--- src/rtl/pwm_capture_pkg.sv ---
// Shared types and constants for the PWM capture block: FSM encoding and counter sizing.
package pwm_capture_pkg;

  typedef enum logic [1:0] {
    IDLE    = 2'd0,
    MEASURE = 2'd1,
    TIMEOUT = 2'd2
  } cap_state_e;

  localparam int CNT_W_DEFAULT = 16;
  localparam logic [CNT_W_DEFAULT-1:0] CNT_MAX = '1;

endpackage

--- src/rtl/pwm_in_sync.sv ---
// Synchronises the async PWM input and flags its edges; s lags pwm by SYNC_STAGES cycles.
// rise/fall are combinational from s and its one-cycle-delayed copy; no backpressure.
module pwm_in_sync #(
  parameter int SYNC_STAGES = 2
) (
  input  logic clk,
  input  logic rst,
  input  logic pwm,
  output logic s,
  output logic rise,
  output logic fall
);

  logic [SYNC_STAGES-1:0] sync_q;
  logic                   p;

  always_ff @(posedge clk) begin
    if (!rst) begin
      sync_q <= '0;
      p      <= 1'b0;
    end else begin
      sync_q <= {sync_q[SYNC_STAGES-2:0], pwm};
      p      <= sync_q[SYNC_STAGES-1];
    end
  end

  assign s    = sync_q[SYNC_STAGES-1];
  assign rise = s & ~p;
  assign fall = ~s & p;

endmodule

--- src/rtl/pwm_capture.sv ---
// Measures PWM period/high time between synchronised rising edges; results registered one cycle after rise.
// Free-running receiver with no backpressure; loss of edges is reported as a timeout level.
module pwm_capture
  import pwm_capture_pkg::*;
#(
  parameter int SYNC_STAGES = 2,
  parameter int CNT_W       = CNT_W_DEFAULT
) (
  input  logic             clk,
  input  logic             rst,
  input  logic             capture_EN,
  input  logic             i_pwm,
  input  logic [CNT_W-1:0] i_timeout,
  output logic [CNT_W-1:0] o_period,
  output logic [CNT_W-1:0] o_duty,
  output logic             o_valid,
  output logic             o_timeout,
  output logic             o_level
);

  localparam logic [CNT_W-1:0] ALL_ONES = '1;

  logic             s;
  logic             rise;
  logic             fall;
  cap_state_e       state;
  cap_state_e       state_nxt;
  logic [CNT_W-1:0] per_cnt;
  logic [CNT_W-1:0] hi_cnt;
  logic [CNT_W-1:0] per_nxt;
  logic [CNT_W-1:0] hi_nxt;
  logic [CNT_W-1:0] period_nxt;
  logic [CNT_W-1:0] duty_nxt;
  logic             valid_nxt;
  logic             timeout_hit;

  pwm_in_sync #(
    .SYNC_STAGES(SYNC_STAGES)
  ) u_sync (
    .clk (clk),
    .rst (rst),
    .pwm (i_pwm),
    .s   (s),
    .rise(rise),
    .fall(fall)
  );

  // Saturation doubles as the timeout when the programmable limit is zero.
  assign timeout_hit = ((i_timeout != '0) && (per_cnt >= i_timeout)) || (per_cnt == ALL_ONES);

  always_comb begin
    state_nxt  = state;
    per_nxt    = per_cnt;
    hi_nxt     = hi_cnt;
    period_nxt = o_period;
    duty_nxt   = o_duty;
    valid_nxt  = 1'b0;

    if (!capture_EN) begin
      state_nxt = IDLE;
      per_nxt   = '0;
      hi_nxt    = '0;
    end else begin
      if (rise) begin
        per_nxt = CNT_W'(1);
        hi_nxt  = CNT_W'(1);
      end else begin
        per_nxt = (per_cnt == ALL_ONES) ? per_cnt : per_cnt + CNT_W'(1);
        hi_nxt  = (s && (hi_cnt != ALL_ONES)) ? hi_cnt + CNT_W'(1) : hi_cnt;
      end

      case (state)
        IDLE: begin
          if (rise) state_nxt = MEASURE;
        end
        MEASURE: begin
          // A rise in the same cycle as the limit still yields a measurement.
          if (rise) begin
            period_nxt = per_cnt;
            duty_nxt   = hi_cnt;
            valid_nxt  = 1'b1;
          end else if (timeout_hit) begin
            state_nxt = TIMEOUT;
          end
        end
        TIMEOUT: begin
          period_nxt = '0;
          duty_nxt   = s ? ALL_ONES : '0;
          if (rise) state_nxt = MEASURE;
        end
        default: state_nxt = IDLE;
      endcase
    end
  end

  always_ff @(posedge clk) begin
    if (!rst) begin
      state    <= IDLE;
      per_cnt  <= '0;
      hi_cnt   <= '0;
      o_period <= '0;
      o_duty   <= '0;
      o_valid  <= 1'b0;
    end else begin
      state    <= state_nxt;
      per_cnt  <= per_nxt;
      hi_cnt   <= hi_nxt;
      o_period <= period_nxt;
      o_duty   <= duty_nxt;
      o_valid  <= valid_nxt;
    end
  end

  assign o_timeout = (state == TIMEOUT);
  assign o_level   = s;

  a_edge_excl : assert property (@(posedge clk) disable iff (!rst) !(rise && fall));

endmodule

--- config.mk ---
export PLATFORM = sky130hd
export DESIGN_NAME = pwm_capture
export DESIGN_NICKNAME = d
export VERILOG_FILES = /design/src/rtl/pwm_capture_pkg.sv /design/src/rtl/pwm_in_sync.sv /design/src/rtl/pwm_capture.sv
export SDC_FILE = /design/constraint.sdc
export NUM_CORES = 1
export LEC_CHECK = 0
export CORE_ASPECT_RATIO = 0.5
export CORE_MARGIN = 2
export CORE_UTILIZATION = 53
export DETAILED_ROUTE_END_ITERATION = 10
export GPL_TIMING_DRIVEN = 1
export PLACE_DENSITY_LB_ADDON = 0.2
export SLEW_MARGIN = 20
export SYNTH_ARGS = -nofsm -noshare
export SYNTH_HDL_FRONTEND = slang
export SYNTH_HIERARCHICAL = 1
export SYNTH_SLANG_ARGS = --single-unit
--- constraint.sdc ---
create_clock -name clk -period 2.2 [get_ports clk]
set_input_delay 0.22 -clock clk [delete_from_list [all_inputs] [get_ports clk]]
set_output_delay 0.22 -clock clk [all_outputs]
set_load 0.02 [all_outputs]
==> key figures <==
STA
  – Max-slew headroom: 55.04%
  – Layout Skew: 0.006905 ns
  – Final max-slew violation count: 0
  – Hold slack final: around 0.44 ns
  – RSZ-0062 raised after global routing: no
  – Final WS setup: around 0.19 ns
  – Final TNS setup: 0 ns
  – Worst slew pin tran: 0.6692 ns
  – Setup violators final: 0
  – Fin crit period: 2.011 ns
  – Fin crit share: about nine tenths
  – Max Clk Rate: ~500 MHz
  – Final hold viol count: 0

Clock network
  – Post-CTS Setup Bufs: 0
  – Reg clk slew, reported paths: 0.06 ns
  – Clock Tree Buf Depth: 2
  – CTS tree: done
  – Post_cts resized: 0
  – Sink Count: 70
  – Post-CTS Hold Buffers: 0
  – CTS Buf Count: 9
  – H-tree depth: 3
  – Skew-Pair Late Insertion Delay: ~0.33 ns
  – Clock root buffer master: clkbuf_16

Power
  – Max VDD drop: 0.4722 mV
  – Leakage Power: about 1.8 nW
  – Power Total: 2.939 mW
  – Int Pwr: 2.357 mW
  – Pwr per Cell Area: 663.6 mW/mm2
  – Sw frac: between 15 and 20%
  – Switching Power: 582.1 uW
  – Reg power frac: 43.6%
  – Clock network power share: 52.3%
  – Combinational share of power: between 4 and 5%

Critical path
  – R2R setup slack: 0.19 ns
  – Crit-path max cell delay: 0.40 ns
  – Maximum fanout along the worst path: 7
  – Crit path capture: state[1]
  – CP startpoint kind: register
  – Worst Path Required: 2.47 ns
  – CP max-delay cell: dfxtp_1
  – Capture point of the worst reg-to-reg path: state[1]
  – R2R cell count: 6
  – WS Path Type: register to register
  – Crit-path cells: ha_1, and4_1, nand4_1, or3_1, a31oi_1, a22o_1
  – Worst r2r src: per_cnt[13]
  – Crit. End Element: register
  – Worst Setup SP: per_cnt[13]
  – CP Data Arrival Time: 2.28 ns

Placed design
  – Post-place instance area: between 0.004 and 0.005 mm2
  – Dpl cells: 540
  – Routability Congestion: 0.8886
  – Pre-CTS setup slack: -0.07851 ns
  – DP Wirelength: slightly above 6 mm
  – PortBufs: 54

Synthesis
  – Mapped cell area: 0.003427 mm2
  – Cells after Synth: 405
  – Post-synthesis area per instance: 8.462 um2
  – Post-Syn Nets: 443
  – Yosys warns: 6

Die
  – DIE AREA: 0.007164 mm2
  – # rows: 20
  – Initial core utilization: 55.67%
  – I/O pin count: 55
  – Core area: 0.006156 mm2
  – Die height: 60.86 um
  – Die extent in x: 117.7 um

Layout
  – Final Net Count: between 500 and 600
  – Post-Layout Cell Count: 555
  – Finished Cell Area: 0.004429 mm2
  – N_diodes: 0
  – Layout cells sized above 1: 6.424%
  – Fin util: 71.95%
  – Layout area overhead: 29.24%

Run status
  – Status: complete, no violations

Detailed routing
  – Metal3 WL: 420 um
  – Total Routed Length: 8.500 mm
  – Per-cell routed wire length: around 15 um
  – Vias: 3149
  – Final ANT Viol Nets: 0
  – Routed length on met2: 4.227 mm
  – Top Layer Used: met4
  – Post-route DRC: 0
  – DRT Pass-1 Iters: 4
  – Wire length on met1: 3.735 mm
  – Iter 0 DRT Violations: 150
  – Via/cell ratio: 5.674

Global routing
  – Number of global-route vias before repair: about 3000
  – Grt total ovfl: 0
  – Tot GR Track Use: 24.58%
  – Largest net degree at the start of global routing: slightly below 50
  – Initial antenna violation count: 0
  – Global-route wire length before repair: 13.86 mm

Min path
  – Worst Min Path Start: u_sync/sync_q[0]
  – Hold Path Class: register to register

Flow run
  – Max cap viols: 0
worst max-delay path, delay by kind of cell, from the launching register on:
family	cells	cell delay, ns
adder cells (fa/ha/maj)	1	0.33
AO/OA/AOI/OAI	2	0.53
flip-flops	1	0.40
AND/OR/NAND/NOR	3	0.70
placed cells by master, fill, tap and decap left out, types with 2 or more instances in the layout:
cell              n
clkdlybuf4s50_1  54
a31oi_1           4
xor2_1           18
bufinv_16         2
nand2b_1          3
nand2_1          49
nand3_1          28
ha_1             18
a21oi_1          25
a211oi_1          5
xnor2_1           3
clkbuf_1          2
nor4_1            6
o21ai_0           4
dfxtp_1          70
o21ai_1           8
o211ai_1          3
a311oi_1          3
nand4_1           8
and2_1            7
and3_1            5
inv_1            20
nor2_1           33
and4_1            5
o211a_1          16
a21boi_1         16
buf_4            13
clkbuf_16         9
o2111ai_1         3
nor3_1            9
final cells by class:
cell class	instances	area [um2]
clock buffers	12	246.5
clock inverters	3	68.82
fillers	497	1727
inverters	22	82.58
multi-input cells	292	1862
flip-flops and latches	70	1401
well taps	88	110.1
repair buffers	68	658.1
worst min-delay path by stage:
stage | endpoint | slack, ns | cells after the start
final | u_sync/sync_q[1] | 0.44 | 1
after global routing | o_period[2] | 0.47 | 2
after global placement | u_sync/sync_q[1] | 0.42 | 1
after detailed placement | u_sync/sync_q[1] | 0.42 | 1
after CTS | u_sync/sync_q[1] | 0.44 | 1
after floorplan | u_sync/sync_q[0] | 0.34 | 1
flip-flops by register name, indices dropped and copies added (netlist names):
signal	flops
o_duty	16
state	2
u_sync/p	1
o_valid	1
u_sync/sync_q	2
hi_cnt	16
per_cnt	16
o_period	16
layer usage:
metal  global-route usage, %  vias to the layer above
li1                        -                     1554
met1                   28.26                     1486
met2                   45.27                       95
met3                   7.707                       14
met4                   8.434                        0
met5                       0                        -
power by group through the flow:
stage	clock network (mW)	logic (mW)	registers, mW
final	1.54	0.122	1.28
after global routing	1.61	0.136	1.28
after CTS	1.56	0.122	1.28
after detailed placement	0	0.121	1.31
after global placement	0	0.117	1.31
after floorplan	0	0.0547	1.31
(Power assumes the default switching activity.)
